## config.mk

```make
export PLATFORM = sky130hd
export DESIGN_NAME = vector_regfile
export DESIGN_NICKNAME = d
export VERILOG_FILES = /design/src/rtl/vrf_pkg.sv /design/src/rtl/vrf_scoreboard.sv /design/src/rtl/vector_regfile.sv
export SDC_FILE = /design/constraint.sdc
export NUM_CORES = 2
export LEC_CHECK = 0
export CAP_MARGIN = 20
export CORE_MARGIN = 8
export CORE_UTILIZATION = 55
export DETAILED_ROUTE_END_ITERATION = 10
export DONT_BUFFER_PORTS = 1
export PLACE_DENSITY_LB_ADDON = 0.3
export SLEW_MARGIN = 15
export SYNTH_ARGS = -nofsm -noshare
export SYNTH_HDL_FRONTEND = slang
export SYNTH_SLANG_ARGS = --single-unit
```

## constraint.sdc

```tcl
create_clock -name clk -period 76.8 [get_ports clk]
set_clock_uncertainty 0.15 [all_clocks]
set_input_delay 11.52 -clock clk [delete_from_list [all_inputs] [get_ports clk]]
set_output_delay 11.52 -clock clk [all_outputs]
set_load 0.1 [all_outputs]
```

## src/rtl/vrf_pkg.sv

```systemverilog
// Shared types, default sizes and address helpers for the vector register file.
// Register 0 and out-of-range addresses are both "invalid" for write, read and issue.
package vrf_pkg;

  localparam int NREGS_DEF  = 16;
  localparam int LANES_DEF  = 4;
  localparam int LANE_W_DEF = 32;
  localparam int ADDR_W_DEF = 5;

  typedef logic [LANE_W_DEF-1:0] lane_t;
  typedef lane_t [LANES_DEF-1:0] vreg_t;

  function automatic logic addr_valid(input int unsigned addr,
                                      input int unsigned nregs = NREGS_DEF);
    return (addr != 0) && (addr < nregs);
  endfunction

endpackage

```

## src/rtl/vrf_scoreboard.sv

```systemverilog
// Per-register busy scoreboard: issue sets, writeback clears, set beats clear on the same register.
// Busy outputs and stall are combinational from the registered busy state.
module vrf_scoreboard
  import vrf_pkg::*;
#(
  parameter int NREGS  = NREGS_DEF,
  parameter int ADDR_W = ADDR_W_DEF
) (
  input  logic              clk,
  input  logic              rst,
  input  logic              issue,
  input  logic [ADDR_W-1:0] issue_rd,
  input  logic              we,
  input  logic [ADDR_W-1:0] rd,
  input  logic [ADDR_W-1:0] rs1,
  input  logic [ADDR_W-1:0] rs2,
  output logic              rs1_busy,
  output logic              rs2_busy,
  output logic              rd_busy,
  output logic              stall
);

  localparam int IDX_W = (NREGS > 1) ? $clog2(NREGS) : 1;

  logic [NREGS-1:0] busy;
  logic             set_ok;
  logic             clr_ok;

  assign set_ok = issue && addr_valid(32'(issue_rd), NREGS);
  assign clr_ok = we && addr_valid(32'(rd), NREGS);

  // Clear is applied first so a same-register set overrides it.
  always_ff @(posedge clk or posedge rst) begin
    if (rst) begin
      busy <= '0;
    end else begin
      if (clr_ok) busy[rd[IDX_W-1:0]] <= 1'b0;
      if (set_ok) busy[issue_rd[IDX_W-1:0]] <= 1'b1;
    end
  end

  assign rs1_busy = addr_valid(32'(rs1), NREGS) && busy[rs1[IDX_W-1:0]];
  assign rs2_busy = addr_valid(32'(rs2), NREGS) && busy[rs2[IDX_W-1:0]];
  assign rd_busy  = addr_valid(32'(issue_rd), NREGS) && busy[issue_rd[IDX_W-1:0]];
  assign stall    = issue && (rs1_busy || rs2_busy || rd_busy);

endmodule

```

## src/rtl/vector_regfile.sv

```systemverilog
// Vector register file for Decode: two combinational read ports with write-through
// bypass, one lane-masked write port, and a busy scoreboard for pending producers.
module vector_regfile
  import vrf_pkg::*;
#(
  parameter int NREGS  = NREGS_DEF,
  parameter int LANES  = LANES_DEF,
  parameter int LANE_W = LANE_W_DEF,
  parameter int ADDR_W = ADDR_W_DEF
) (
  input  logic                    clk,
  input  logic                    rst,
  input  logic [ADDR_W-1:0]       rs1,
  input  logic [ADDR_W-1:0]       rs2,
  output logic [LANES*LANE_W-1:0] rout1,
  output logic [LANES*LANE_W-1:0] rout2,
  input  logic                    we,
  input  logic [ADDR_W-1:0]       rd,
  input  logic [LANES-1:0]        wmask,
  input  logic [LANES*LANE_W-1:0] wdata,
  input  logic                    issue,
  input  logic [ADDR_W-1:0]       issue_rd,
  output logic                    rs1_busy,
  output logic                    rs2_busy,
  output logic                    rd_busy,
  output logic                    stall
);

  localparam int VW    = LANES * LANE_W;
  localparam int IDX_W = (NREGS > 1) ? $clog2(NREGS) : 1;

  logic [VW-1:0] regs [NREGS];
  logic          wr_ok;
  logic [VW-1:0] stored1;
  logic [VW-1:0] stored2;

  assign wr_ok = we && addr_valid(32'(rd), NREGS);

  always_ff @(posedge clk or posedge rst) begin
    if (rst) begin
      for (int r = 0; r < NREGS; r++) regs[r] <= '0;
    end else if (wr_ok) begin
      for (int i = 0; i < LANES; i++)
        if (wmask[i]) regs[rd[IDX_W-1:0]][i*LANE_W +: LANE_W] <= wdata[i*LANE_W +: LANE_W];
    end
  end

  // Invalid addresses read zero; a matching write overlays only its masked lanes.
  function automatic logic [VW-1:0] read_port(input logic [ADDR_W-1:0] ra,
                                              input logic [VW-1:0]     stored,
                                              input logic              hit,
                                              input logic [LANES-1:0]  mask,
                                              input logic [VW-1:0]     data);
    logic [VW-1:0] v;
    v = '0;
    if (addr_valid(32'(ra), NREGS)) begin
      v = stored;
      if (hit)
        for (int i = 0; i < LANES; i++)
          if (mask[i]) v[i*LANE_W +: LANE_W] = data[i*LANE_W +: LANE_W];
    end
    return v;
  endfunction

  assign stored1 = regs[rs1[IDX_W-1:0]];
  assign stored2 = regs[rs2[IDX_W-1:0]];
  assign rout1   = read_port(rs1, stored1, wr_ok && (rs1 == rd), wmask, wdata);
  assign rout2   = read_port(rs2, stored2, wr_ok && (rs2 == rd), wmask, wdata);

  vrf_scoreboard #(
    .NREGS (NREGS),
    .ADDR_W(ADDR_W)
  ) u_scoreboard (
    .clk     (clk),
    .rst     (rst),
    .issue   (issue),
    .issue_rd(issue_rd),
    .we      (we),
    .rd      (rd),
    .rs1     (rs1),
    .rs2     (rs2),
    .rs1_busy(rs1_busy),
    .rs2_busy(rs2_busy),
    .rd_busy (rd_busy),
    .stall   (stall)
  );

endmodule

```

==> summary.md <==
| Metric | Value |
|---|---|
| Post-Synthesis Mean Instance Area | 13.9 um2 |
| GRT overflow | 0 |
| Layout Nets | 7597 |
| Core Box Area | 200000 um2 |
| Setup crit start kind | primary input |
| Hold Crit Depth | 0 |
| Length in cells of the worst reg-to-reg path | 1 |
| Total number of yosys warnings | 0 |
| Number of maximum-capacitance violations | 0 |
| Routed Wire Length | 335 mm |
| Number of H-tree levels | 4 |
| Post-Synthesis Net Count | 8131 |
| Via-per-instance ratio | 7.06 |
| First-pass GRT wire length | 501 mm |
| Setup repair after global routing missed its margin | false |
| Number of buffers inserted for hold repair after clock tree synthesis | 0 |
| Layout cell share with drive strength beyond 1 | 42.7% |
| CTS root buf | sky130_fd_sc_hd__clkbuf_16 |
| Slowest-stage cell, CP | sky130_fd_sc_hd__nand2b_4 |
| Final Power | 0.00298 W |
| Total I/O pin count | 416 |
| Number of endpoints with negative hold slack in the final report | 0 |
| Count of pins over their slew limit | 0 |
| Cell Chain, Critical Path | nand2b_4 > buf_4 > buf_4 > o221ai_1 > o22ai_1 > nor2_1 > a22o_1 |
| Biggest area consumer among synthesized cells | sky130_fd_sc_hd__dfrtp_1 |
| Lkg Pwr | 54.8 nW |
| Number of gates resized after cts | 0 |
| Highest clock frequency the design can meet | 36.1 MHz |
| Status | complete, no violations |
| Portion of the post-synthesis area used by sequential elements | 46.7% |
| Vertical die dimension | 465 um |
| Worst setup EP type | output port |
| Post-DRT Antenna Nets | 0 |
| X dimension of the die | 465 um |
| PwrDens | 24.7 nW/um2 |
| Critical path buffer and inverter count | 2 |
| Layout filler cell count | 15100 |
| Post-place instance area | 112000 um2 |
| Maximum number of pins on one net before global-route repair | 735 |
| Post-synthesis sequential element count | 2064 |
| Total negative setup slack | 0 ns |
| Total setup violations reported at the end of the flow | 0 |
| Maximum vdd ir drop | 0.0000311 V |
| All-Layer GR Usage | 30.4% |
| Worst hold path type | reg -> reg |
| Area growth from synthesis to final layout | 9.12% |
| Detailed-route via count | 72700 |
| Cell row count | 164 |
| Worst Min Path Start | u_scoreboard.busy[0] |
| Non-Filler Cell Area, Final | 121000 um2 |
| Post-route fraction of the period consumed by the critical path | 36.0% |
| FF/Latch Area | 51600 um2 |
| DRC | 0 |
| Worst flop-to-flop path startpoint | regs[1533] |
| Effective utilization at floorplan | 55.4% |
| Clk Latency, worst-skew pair | 0.87 ns |
| Cell type with the highest occurrence count on the critical path | sky130_fd_sc_hd__buf_4 |
| Category of cells accounting for the largest share of critical-path delay | buffers and inverters |
| Post-synth top area share | 46.7% |
| Delay of the slowest cell on the worst path | 1.08 ns |
| Antenna violations before repair | 5 |
| HPWL after detailed placement | 168 mm |
| Post-synthesis instance area | 111000 um2 |
| Area of the die | 216000 um2 |
| Via count of the first global-routing pass | 75800 |
| Sink of the worst hold path | u_scoreboard.busy[0] |
| Starting DRT DRC Count | 7170 |
| Yosys cell types | 45 |
| Class of the most critical setup path | in -> out |
| Average wire length per cell after detail routing | 32.6 um |
| Arrival time worst endpoint | 16.01 ns |
| Largest cells by area after synthesis | sky130_fd_sc_hd__dfrtp_1, sky130_fd_sc_hd__mux2_2, sky130_fd_sc_hd__mux4_2, sky130_fd_sc_hd__mux2i_1, sky130_fd_sc_hd__o221ai_1 |
| Total clock buffers created by CTS | 219 |
| TritonCTS sink count | 2064 |
| Placer congestion estimate | 0.810 |
| Relative slew slack | 9.47% |
| CTS tree | built |
| Worst Tran Pin Value | 1.36 ns |
| Clock period minus worst slack | 27.68 ns |
| Number of setup buffers added after CTS | 0 |
| Highest fanout seen on the critical path | 308 |
| Slack of the worst reg-to-reg path | 75.83 ns |
| I/O Buffers | 0 |
| TritonRoute pass-1 iters | 6 |
| Clock edge transition at the registers on the reported setup and hold paths | 0.06 ns |
| Bufs on Longest Clock Path | 3 |
| Total area of multi-input combinational cells | 56000 um2 |
| Worst path required time | 65.13 ns |
| Reg2reg end | regs[1533] |
| Synthesized netlist cell count | 7975 |
-- state kept, by name, indices dropped and copies added (netlist names) --
name,cells
regs,2048
u_scoreboard.busy,16
-- stage by stage --
step | std cells | setup WS, ns | hold slack [ns] | utilization (%)
6_report | 10300 | 49.12 | 0.225 | 60.4
3_3_place_gp | 9853 | 49.79 | 0.214 | 56.2
4_1_cts | 10300 | 49.75 | 0.227 | 60.2
5_1_grt | 10300 | 49.01 | 0.249 | 60.4
3_5_place_dp | 9860 | 49.74 | 0.213 | 56.3
2_1_floorplan | 7975 | 6.83 | 0.275 | -
-- cell usage after synthesis (all sizes together) --
cell    count
dfrtp    2064
mux2     1922
mux2i     860
mux4      648
clkbuf    459
buf       452
o221ai    426
a21oi     218
o22ai     215
nor2      185
a22o      181
nand2     152
o31ai      57
inv        43
o21ai      36
nor3       12
xnor2       6
nand2b      5
nand3       5
nor2b       5
or2         5
or4         3
a211oi      2
nand3b      2
nor3b       2
o32ai       2
xor2        2
a31o        1
nor4        1
nor4b       1
o2111a      1
o31a        1
or3         1
-- metal layers --
metal	share of wire, %	GRT usage [%]
met1	40	40.2
met2	47	49.0
met3	8.4	6.73
met4	4.3	12.6
met5	0.0051	0
-- power breakdown --
group / switching, W / leakage [nW] / internal, W
sequential: 0.0000982 / 27.5 / 0.00122
clock: 0.000469 / 3.86 / 0.000671
combinational: 0.000267 / 23.4 / 0.000253
-- kinds of logic (layout without fill, tap and decap cells) --
| kind of cell | after synthesis | after routing | share of synthesized area, % |
|---|---|---|---|
| AO/OA/AOI/OAI | 1140 | 1140 | 7.61 |
| multiplexers | 3430 | 3430 | 40.5 |
| other | 0 | 3 | 0 |
| flip-flops | 2064 | 2064 | 46.7 |
| AND/OR/NAND/NOR | 379 | 379 | 1.43 |
| buffers and inverters | 954 | 609 | 3.69 |
| XOR/XNOR | 8 | 8 | 0.0633 |
-- final cells by class --
class | count | share of cell area [%]
well taps | 2656 | 2.75
diodes | 3 | 0.00622
clock inverters | 93 | 1.12
inverters | 43 | 0.152
flip-flops and latches | 2064 | 42.8
repair buffers | 156 | 1.40
clock buffers | 317 | 5.38
multi-input cells | 4957 | 46.4
-- worst max path at each step --
stage	startpoint	to	slack, ns	cells after the start
final	rs2[1]	rout2[41]	49.12	7
after global routing	rs1[0]	rout1[14]	49.01	8
after detailed placement	rs2[1]	rout2[14]	49.74	7
after floorplan	rst	regs[0]	6.83	1
after CTS	rs2[1]	rout2[1]	49.75	7
after global placement	rs2[1]	rout2[14]	49.79	7
-- placed cells by master, fill, tap and decap left out, types with 3 or more instances in the layout --
cell type                    count
sky130_fd_sc_hd__o22ai_1       215
sky130_fd_sc_hd__a22o_1        181
sky130_fd_sc_hd__dfrtp_1      2064
sky130_fd_sc_hd__nand2_2        60
sky130_fd_sc_hd__clkbuf_1       33
sky130_fd_sc_hd__o31ai_4        55
sky130_fd_sc_hd__nor3_2          3
sky130_fd_sc_hd__clkinv_2       44
sky130_fd_sc_hd__xnor2_1         6
sky130_fd_sc_hd__buf_4         125
sky130_fd_sc_hd__clkinv_16       7
sky130_fd_sc_hd__o21ai_0        14
sky130_fd_sc_hd__bufinv_16      24
sky130_fd_sc_hd__mux2_1         10
sky130_fd_sc_hd__clkbuf_16     219
sky130_fd_sc_hd__o21ai_2        22
sky130_fd_sc_hd__a21oi_1       218
sky130_fd_sc_hd__nor2_1        178
sky130_fd_sc_hd__o221ai_1      426
sky130_fd_sc_hd__nand2b_1        3
sky130_fd_sc_hd__buf_12          9
sky130_fd_sc_hd__nand2_1        92
sky130_fd_sc_hd__nor2_4          5
sky130_fd_sc_hd__inv_1          40
sky130_fd_sc_hd__buf_16         20
sky130_fd_sc_hd__nand3_1         5
sky130_fd_sc_hd__mux4_2        648
sky130_fd_sc_hd__inv_8           3
sky130_fd_sc_hd__nor2b_1         5
sky130_fd_sc_hd__mux2_2       1912
sky130_fd_sc_hd__or2_4           4
sky130_fd_sc_hd__inv_16          4
sky130_fd_sc_hd__clkbuf_8       65
sky130_fd_sc_hd__mux2i_1       860
sky130_fd_sc_hd__nor3_4          8
sky130_fd_sc_hd__clkinvlp_4     10
sky130_fd_sc_hd__diode_2         3
Power figures use the tool's default switching activity.
